### src/rtl/uart_tx_fifo.sv
// UART transmitter with a circular transmit FIFO and a valid/ready write port.
// Frames are start, DATA_BITS data bits LSB first, optional parity, then STOP_BITS stop bits.
module uart_tx_fifo #(
  parameter int CLK_HZ     = 50000000,
  parameter int BAUD       = 9600,
  parameter int DATA_BITS  = 8,
  parameter int PARITY     = 0,
  parameter int STOP_BITS  = 1,
  parameter int FIFO_DEPTH = 8
) (
  input  logic                          clk,
  input  logic                          reset,
  input  logic [DATA_BITS-1:0]          wr_data,
  input  logic                          wr_valid,
  output logic                          wr_ready,
  output logic                          tx,
  output logic                          busy,
  output logic [$clog2(FIFO_DEPTH):0]   fifo_count
);

  localparam int DIV = CLK_HZ / BAUD;
  localparam int AW  = $clog2(FIFO_DEPTH);
  localparam int CW  = $clog2(DIV);
  localparam int BW  = $clog2(DATA_BITS);

  localparam logic [CW-1:0] DIV_LAST  = CW'(DIV - 1);
  localparam logic [BW-1:0] BIT_LAST  = BW'(DATA_BITS - 1);
  localparam logic          STOP_LAST = (STOP_BITS == 2);
  localparam logic [AW:0]   FULL      = (AW + 1)'(FIFO_DEPTH);

  typedef enum logic [2:0] {IDLE, START, DATA, PARITY_BIT, STOP} state_t;

  logic [DATA_BITS-1:0] mem [FIFO_DEPTH];
  logic [AW-1:0]        wr_ptr_reg, rd_ptr_reg;
  logic [AW:0]          count_reg;

  state_t               state_reg;
  logic [CW-1:0]        baud_reg;
  logic [BW-1:0]        bit_reg;
  logic                 stop_reg;
  logic [DATA_BITS-1:0] shift_reg;
  logic                 par_reg;
  logic                 tx_reg;

  logic                 do_write, do_pop, bit_end, fifo_empty, rd_parity;
  logic [DATA_BITS-1:0] rd_word;

  always_comb begin
    wr_ready   = (count_reg != FULL);
    do_write   = wr_valid & wr_ready;
    bit_end    = (baud_reg == DIV_LAST);
    fifo_empty = (count_reg == '0);
    // Pop from IDLE, or at the very end of the last stop bit for gapless frames.
    do_pop     = !fifo_empty &&
                 ((state_reg == IDLE) ||
                  (state_reg == STOP && bit_end && stop_reg == STOP_LAST));
    rd_word    = mem[rd_ptr_reg];
    rd_parity  = (PARITY == 1) ? ~^rd_word : ^rd_word;
    busy       = (state_reg != IDLE) || !fifo_empty;
    fifo_count = count_reg;
    tx         = tx_reg;
  end

  always_ff @(posedge clk) begin
    if (do_write) mem[wr_ptr_reg] <= wr_data;
  end

  always_ff @(posedge clk or negedge reset) begin
    if (!reset) begin
      wr_ptr_reg <= '0;
      rd_ptr_reg <= '0;
      count_reg  <= '0;
    end else begin
      if (do_write) wr_ptr_reg <= wr_ptr_reg + 1'b1;
      if (do_pop)   rd_ptr_reg <= rd_ptr_reg + 1'b1;
      count_reg <= count_reg + {{AW{1'b0}}, do_write} - {{AW{1'b0}}, do_pop};
    end
  end

  always_ff @(posedge clk or negedge reset) begin
    if (!reset) begin
      state_reg <= IDLE;
      tx_reg    <= 1'b1;
      baud_reg  <= '0;
      bit_reg   <= '0;
      stop_reg  <= 1'b0;
      shift_reg <= '0;
      par_reg   <= 1'b0;
    end else begin
      if (state_reg == IDLE || bit_end) baud_reg <= '0;
      else                              baud_reg <= baud_reg + 1'b1;

      case (state_reg)
        IDLE: begin
          if (do_pop) begin
            shift_reg <= rd_word;
            par_reg   <= rd_parity;
            tx_reg    <= 1'b0;
            state_reg <= START;
          end
        end
        START: begin
          if (bit_end) begin
            tx_reg    <= shift_reg[0];
            shift_reg <= shift_reg >> 1;
            bit_reg   <= '0;
            state_reg <= DATA;
          end
        end
        DATA: begin
          if (bit_end) begin
            if (bit_reg == BIT_LAST) begin
              if (PARITY != 0) begin
                tx_reg    <= par_reg;
                state_reg <= PARITY_BIT;
              end else begin
                tx_reg    <= 1'b1;
                stop_reg  <= 1'b0;
                state_reg <= STOP;
              end
            end else begin
              tx_reg    <= shift_reg[0];
              shift_reg <= shift_reg >> 1;
              bit_reg   <= bit_reg + 1'b1;
            end
          end
        end
        PARITY_BIT: begin
          if (bit_end) begin
            tx_reg    <= 1'b1;
            stop_reg  <= 1'b0;
            state_reg <= STOP;
          end
        end
        STOP: begin
          if (bit_end) begin
            if (stop_reg == STOP_LAST) begin
              if (do_pop) begin
                shift_reg <= rd_word;
                par_reg   <= rd_parity;
                tx_reg    <= 1'b0;
                state_reg <= START;
              end else begin
                state_reg <= IDLE;
              end
            end else begin
              stop_reg <= 1'b1;
            end
          end
        end
        default: begin
          state_reg <= IDLE;
          tx_reg    <= 1'b1;
        end
      endcase
    end
  end

endmodule

### config.mk
export PLATFORM = sky130hd
export DESIGN_NAME = uart_tx_fifo
export DESIGN_NICKNAME = d
export VERILOG_FILES = /design/src/rtl/uart_tx_fifo.sv
export SDC_FILE = /design/constraint.sdc
export NUM_CORES = 1
export LEC_CHECK = 0
export CORE_MARGIN = 1
export CORE_UTILIZATION = 50
export CTS_BUF_LIST = sky130_fd_sc_hd__clkbuf_2 sky130_fd_sc_hd__clkbuf_4 sky130_fd_sc_hd__clkbuf_8
export DETAILED_ROUTE_END_ITERATION = 10
export PLACE_DENSITY = 0.7
export SYNTH_ARGS = -nofsm -noshare
export SYNTH_HDL_FRONTEND = slang
export SYNTH_SLANG_ARGS = --single-unit
### constraint.sdc
create_clock -name clk -period 2.3 [get_ports clk]
set_input_delay 0.345 -clock clk [delete_from_list [all_inputs] [get_ports clk]]
set_output_delay 0.345 -clock clk [all_outputs]
set_load 0.005 [all_outputs]
==> impl_metrics.toml <==
[routing]
route.vias.total = 2692
detail_route.drc_violations = 0
drt_first_iter_violations = 164
via_per_inst = 5.551
first_pass_detailed_route_iteration_total = 4
routed_wirelength_mm = 8.341
routed_wire_length_per_instance_um = 17.20
postRouteAntennaNets = 0

[global_routing]
first_global_vias = 2732
grt-ovfl-total = 0
antenna_found_initial = 0
grt_start_max_net_pins = 39
groute.usage.overall = 0.1861
wire_length_of_the_first_global_routing_pass_mm = 13.74

[sta]
min_period_over_period = 0.9834
final.setup.tns_ns = 0
grt_setup_unrepaired = "yes"
hold_viol_final = 0
fin_hold_ws_ns = 0.08518
worstMarginPinSlew_ns = 0.8594
number_of_setup_violations_in_the_final_report = 0
postLayoutSetupSlackWorst_ns = 0.03808
slew_headroom = 0.4271
finalClockSkew_ns = 0.008939
slew_viol_final = 0
max_freq_ghz = 0.4421
period_needed_ns = 2.262

[synth]
syn_area_um2 = 4543
synthCells = 336
fraction_of_synthesized_cell_area_in_xor_and_xnor_cells = 0.03470
async_flop_share = 0.3725
synth-adder-area-share = 0.03195
ys_warn_count = 0
largest_family_of_logic_cells_by_synthesized_area = "simple AND/OR/NAND/NOR gates"
synth_area_in_compound_gates = 0.07822
count_of_state_elements_after_synthesis = 102
synth.area.top_cells = "sky130_fd_sc_hd__edfxtp_1, sky130_fd_sc_hd__dfrtp_1, sky130_fd_sc_hd__mux2i_1, sky130_fd_sc_hd__ha_1, sky130_fd_sc_hd__a22oi_1"
mappedNetlistNets = 358
synthDominantCellAreaShare = 0.4230
yosys.area_share.simple = 0.1132
synth_top_cell_by_area = "sky130_fd_sc_hd__edfxtp_1"
leading_register_cell_type_out_of_synthesis = "sky130_fd_sc_hd__edfxtp_1"
synthMuxAreaShare = 0.07822
synth_cell_types = 52
synth_seq_area_share = 0.6326
postSynthAreaPerCell_um2 = 13.52
edff_count_synth = 64

[floorplan]
fp-row-count = 34
floorplan.die_area_um2 = 9471
die_height_um = 97.32
core_region_area_um2 = 8763
design.portCount = 18
initial_core_util = 0.5184
fp.dieW_um = 97.32

[place]
portBuffers = 17
detailed_place_hpwl_mm = 5.677
gp_congestion = 0.8174
preCtsSetupSlack_ns = -0.04273

[min_path]
holdCritPathClass = "input port to async pin"

[worst_setup_path]
crit_slowest_cell = "sky130_fd_sc_hd__dfrtp_1"
critical_path.n_buffers_inverters = 2
crit_cells = 10
worst_ep_required_time_ns = 2.56
path_class = "register to register"
critPathTopFamily = "adder cells"
timing.critical_path.cells = "inv_2, ha_1, or3b_4, and2_4, o21ai_4, xnor2_2, ha_2, inv_1, fa_1, xnor2_1"
worstRegToRegCells = 10
max_fanout_on_critical_path = 4
timing.critical_path.arrival_ns = 2.52
startpoint_type = "register"
timing.critical_path.to_type = "register"
largest_stage_delay_on_the_critical_path_ns = 0.40

[cells_and_area]
layout-drive-gt1-share = 0.1592
final_nets = 394
mostFrequentLayoutCell = "sky130_fd_sc_hd__edfxtp_1"
final_cell_mix = "sky130_fd_sc_hd__edfxtp_1, sky130_fd_sc_hd__dfrtp_1, sky130_fd_sc_hd__mux2i_1"
largest_register_ff_count = 64
synthToLayoutAreaGrowth_pct = 13.88
insertedDiodeCount = 0
fill_cells = 692

[clock_network]
clk-insertion-delay-late_ns = 0.37
htree_num_levels = 3
root_buffer = "sky130_fd_sc_hd__clkbuf_8"
clk_pin_slew_worst_paths_ns = 0.10
clockBufferDepth = 2
cts_num_sinks = 102
numCtsBuffers = 9
cts_tree = "built"

[power_and_ir_drop]
leakagePower_uw = 0.001921
power.switching_fraction = 0.2750
power.internal_uw = 2967
total_switching_power_uw = 1125
power_density_nw_per_um2 = 790.9
clock_power_share = 0.261
seq_power_share = 0.561
vdd_ir_drop_max_mv = 0.6259
comb_power_share = 0.179

[outcome]
outcome = "finished, final reports clean"

[flow_run]
max_cap_viol_count = 0
worst paths after layout:
path / startpoint / endpoint / slack, ns
min in group clk: shift_reg[5]$_DFFE_PN0P_ / shift_reg[5]$_DFFE_PN0P_ / 0.52
worst min register to register: shift_reg[5]$_DFFE_PN0P_ / shift_reg[5]$_DFFE_PN0P_ / 0.52
worst min-delay path: reset / baud_reg[11]$_DFF_PN0_ / 0.09
worst max register to register: fifo_count[2]$_DFF_PN0_ / fifo_count[2]$_DFF_PN0_ / 0.04
worst max-delay path: fifo_count[2]$_DFF_PN0_ / fifo_count[2]$_DFF_PN0_ / 0.04
max in group asynchronous: reset / rd_ptr_reg[1]$_DFFE_PN0P_ / 1.68
power groups by stage:
stage               combinational (uW)  clock (uW)  sequential [uW]
finish                             731        1070             2300
global route                       800        1160             2320
CTS                                703        1090             2300
detailed placement                 683           0             2330
global placement                   659           0             2330
floorplan                          367           0             2320
cells by family (layout without fill, tap and decap cells):
family	count (synthesis)	in the layout
flops	102	102
fa+ha+maj	11	11
compound gates	46	46
xor+xnor	18	18
mux	34	34
simple gates	92	92
buf+inv	33	74
cells in the mapped netlist (2+ instances only):
| cell | number |
|---|---|
| sky130_fd_sc_hd__edfxtp_1 | 64 |
| sky130_fd_sc_hd__dfrtp_1 | 37 |
| sky130_fd_sc_hd__mux2i_1 | 31 |
| sky130_fd_sc_hd__nor2_1 | 25 |
| sky130_fd_sc_hd__nand3_1 | 17 |
| sky130_fd_sc_hd__inv_1 | 16 |
| sky130_fd_sc_hd__a22oi_1 | 14 |
| sky130_fd_sc_hd__a21oi_1 | 13 |
| sky130_fd_sc_hd__nand2_1 | 12 |
| sky130_fd_sc_hd__xnor2_1 | 12 |
| sky130_fd_sc_hd__ha_1 | 10 |
| sky130_fd_sc_hd__buf_2 | 8 |
| sky130_fd_sc_hd__a32oi_1 | 7 |
| sky130_fd_sc_hd__clkbuf_1 | 6 |
| sky130_fd_sc_hd__xor2_1 | 6 |
| sky130_fd_sc_hd__nand2b_1 | 5 |
| sky130_fd_sc_hd__nor3_1 | 5 |
| sky130_fd_sc_hd__and3_1 | 4 |
| sky130_fd_sc_hd__and2_1 | 3 |
| sky130_fd_sc_hd__nor2b_1 | 3 |
| sky130_fd_sc_hd__a22o_1 | 2 |
| sky130_fd_sc_hd__and4b_1 | 2 |
| sky130_fd_sc_hd__buf_4 | 2 |
| sky130_fd_sc_hd__nand3b_1 | 2 |
| sky130_fd_sc_hd__nand4_1 | 2 |
| sky130_fd_sc_hd__nor4b_2 | 2 |
area by class of cell:
| class | instances | area [um^2] | share of cell area |
|---|---|---|---|
| inverters | 16 | 60.06 | 0.01161 |
| clock buffers | 9 | 123.9 | 0.02394 |
| repair buffers | 42 | 367.9 | 0.07110 |
| multi-input cells | 201 | 1550 | 0.2996 |
| well taps | 108 | 135.1 | 0.02612 |
| flip-flops and latches | 102 | 2874 | 0.5555 |
| clock inverters | 7 | 62.56 | 0.01209 |
metrics by stage:
stage	instance area, um^2	cells	utilization	total power [uW]
after detailed placement	4940	466	0.5637	3017
after CTS	5135	483	0.5860	4090
after global routing	5174	485	0.5904	4273
after global placement	4940	466	0.5637	2985
final	5174	485	0.5904	4092
after floorplan	4543	336	-	2688
what timing repair did:
action | 4_1_cts | 5_1_grt
hold buffers | 0 | 0
endpoints found under the setup margin | 8 | 36
gates cloned | 0 | 0
pin swaps | 0 | 1
setup buffers | 1 | 2
gates resized for setup | 3 | 6
layer usage:
layer	vias up	wire length, um	GRT usage
met5	-	0	0
met4	0	98	0.06900
met3	9	318	0.03669
met2	53	3974	0.3061
met1	1322	3950	0.2469
li1	1308	-	-
Power figures use the tool's default switching activity.
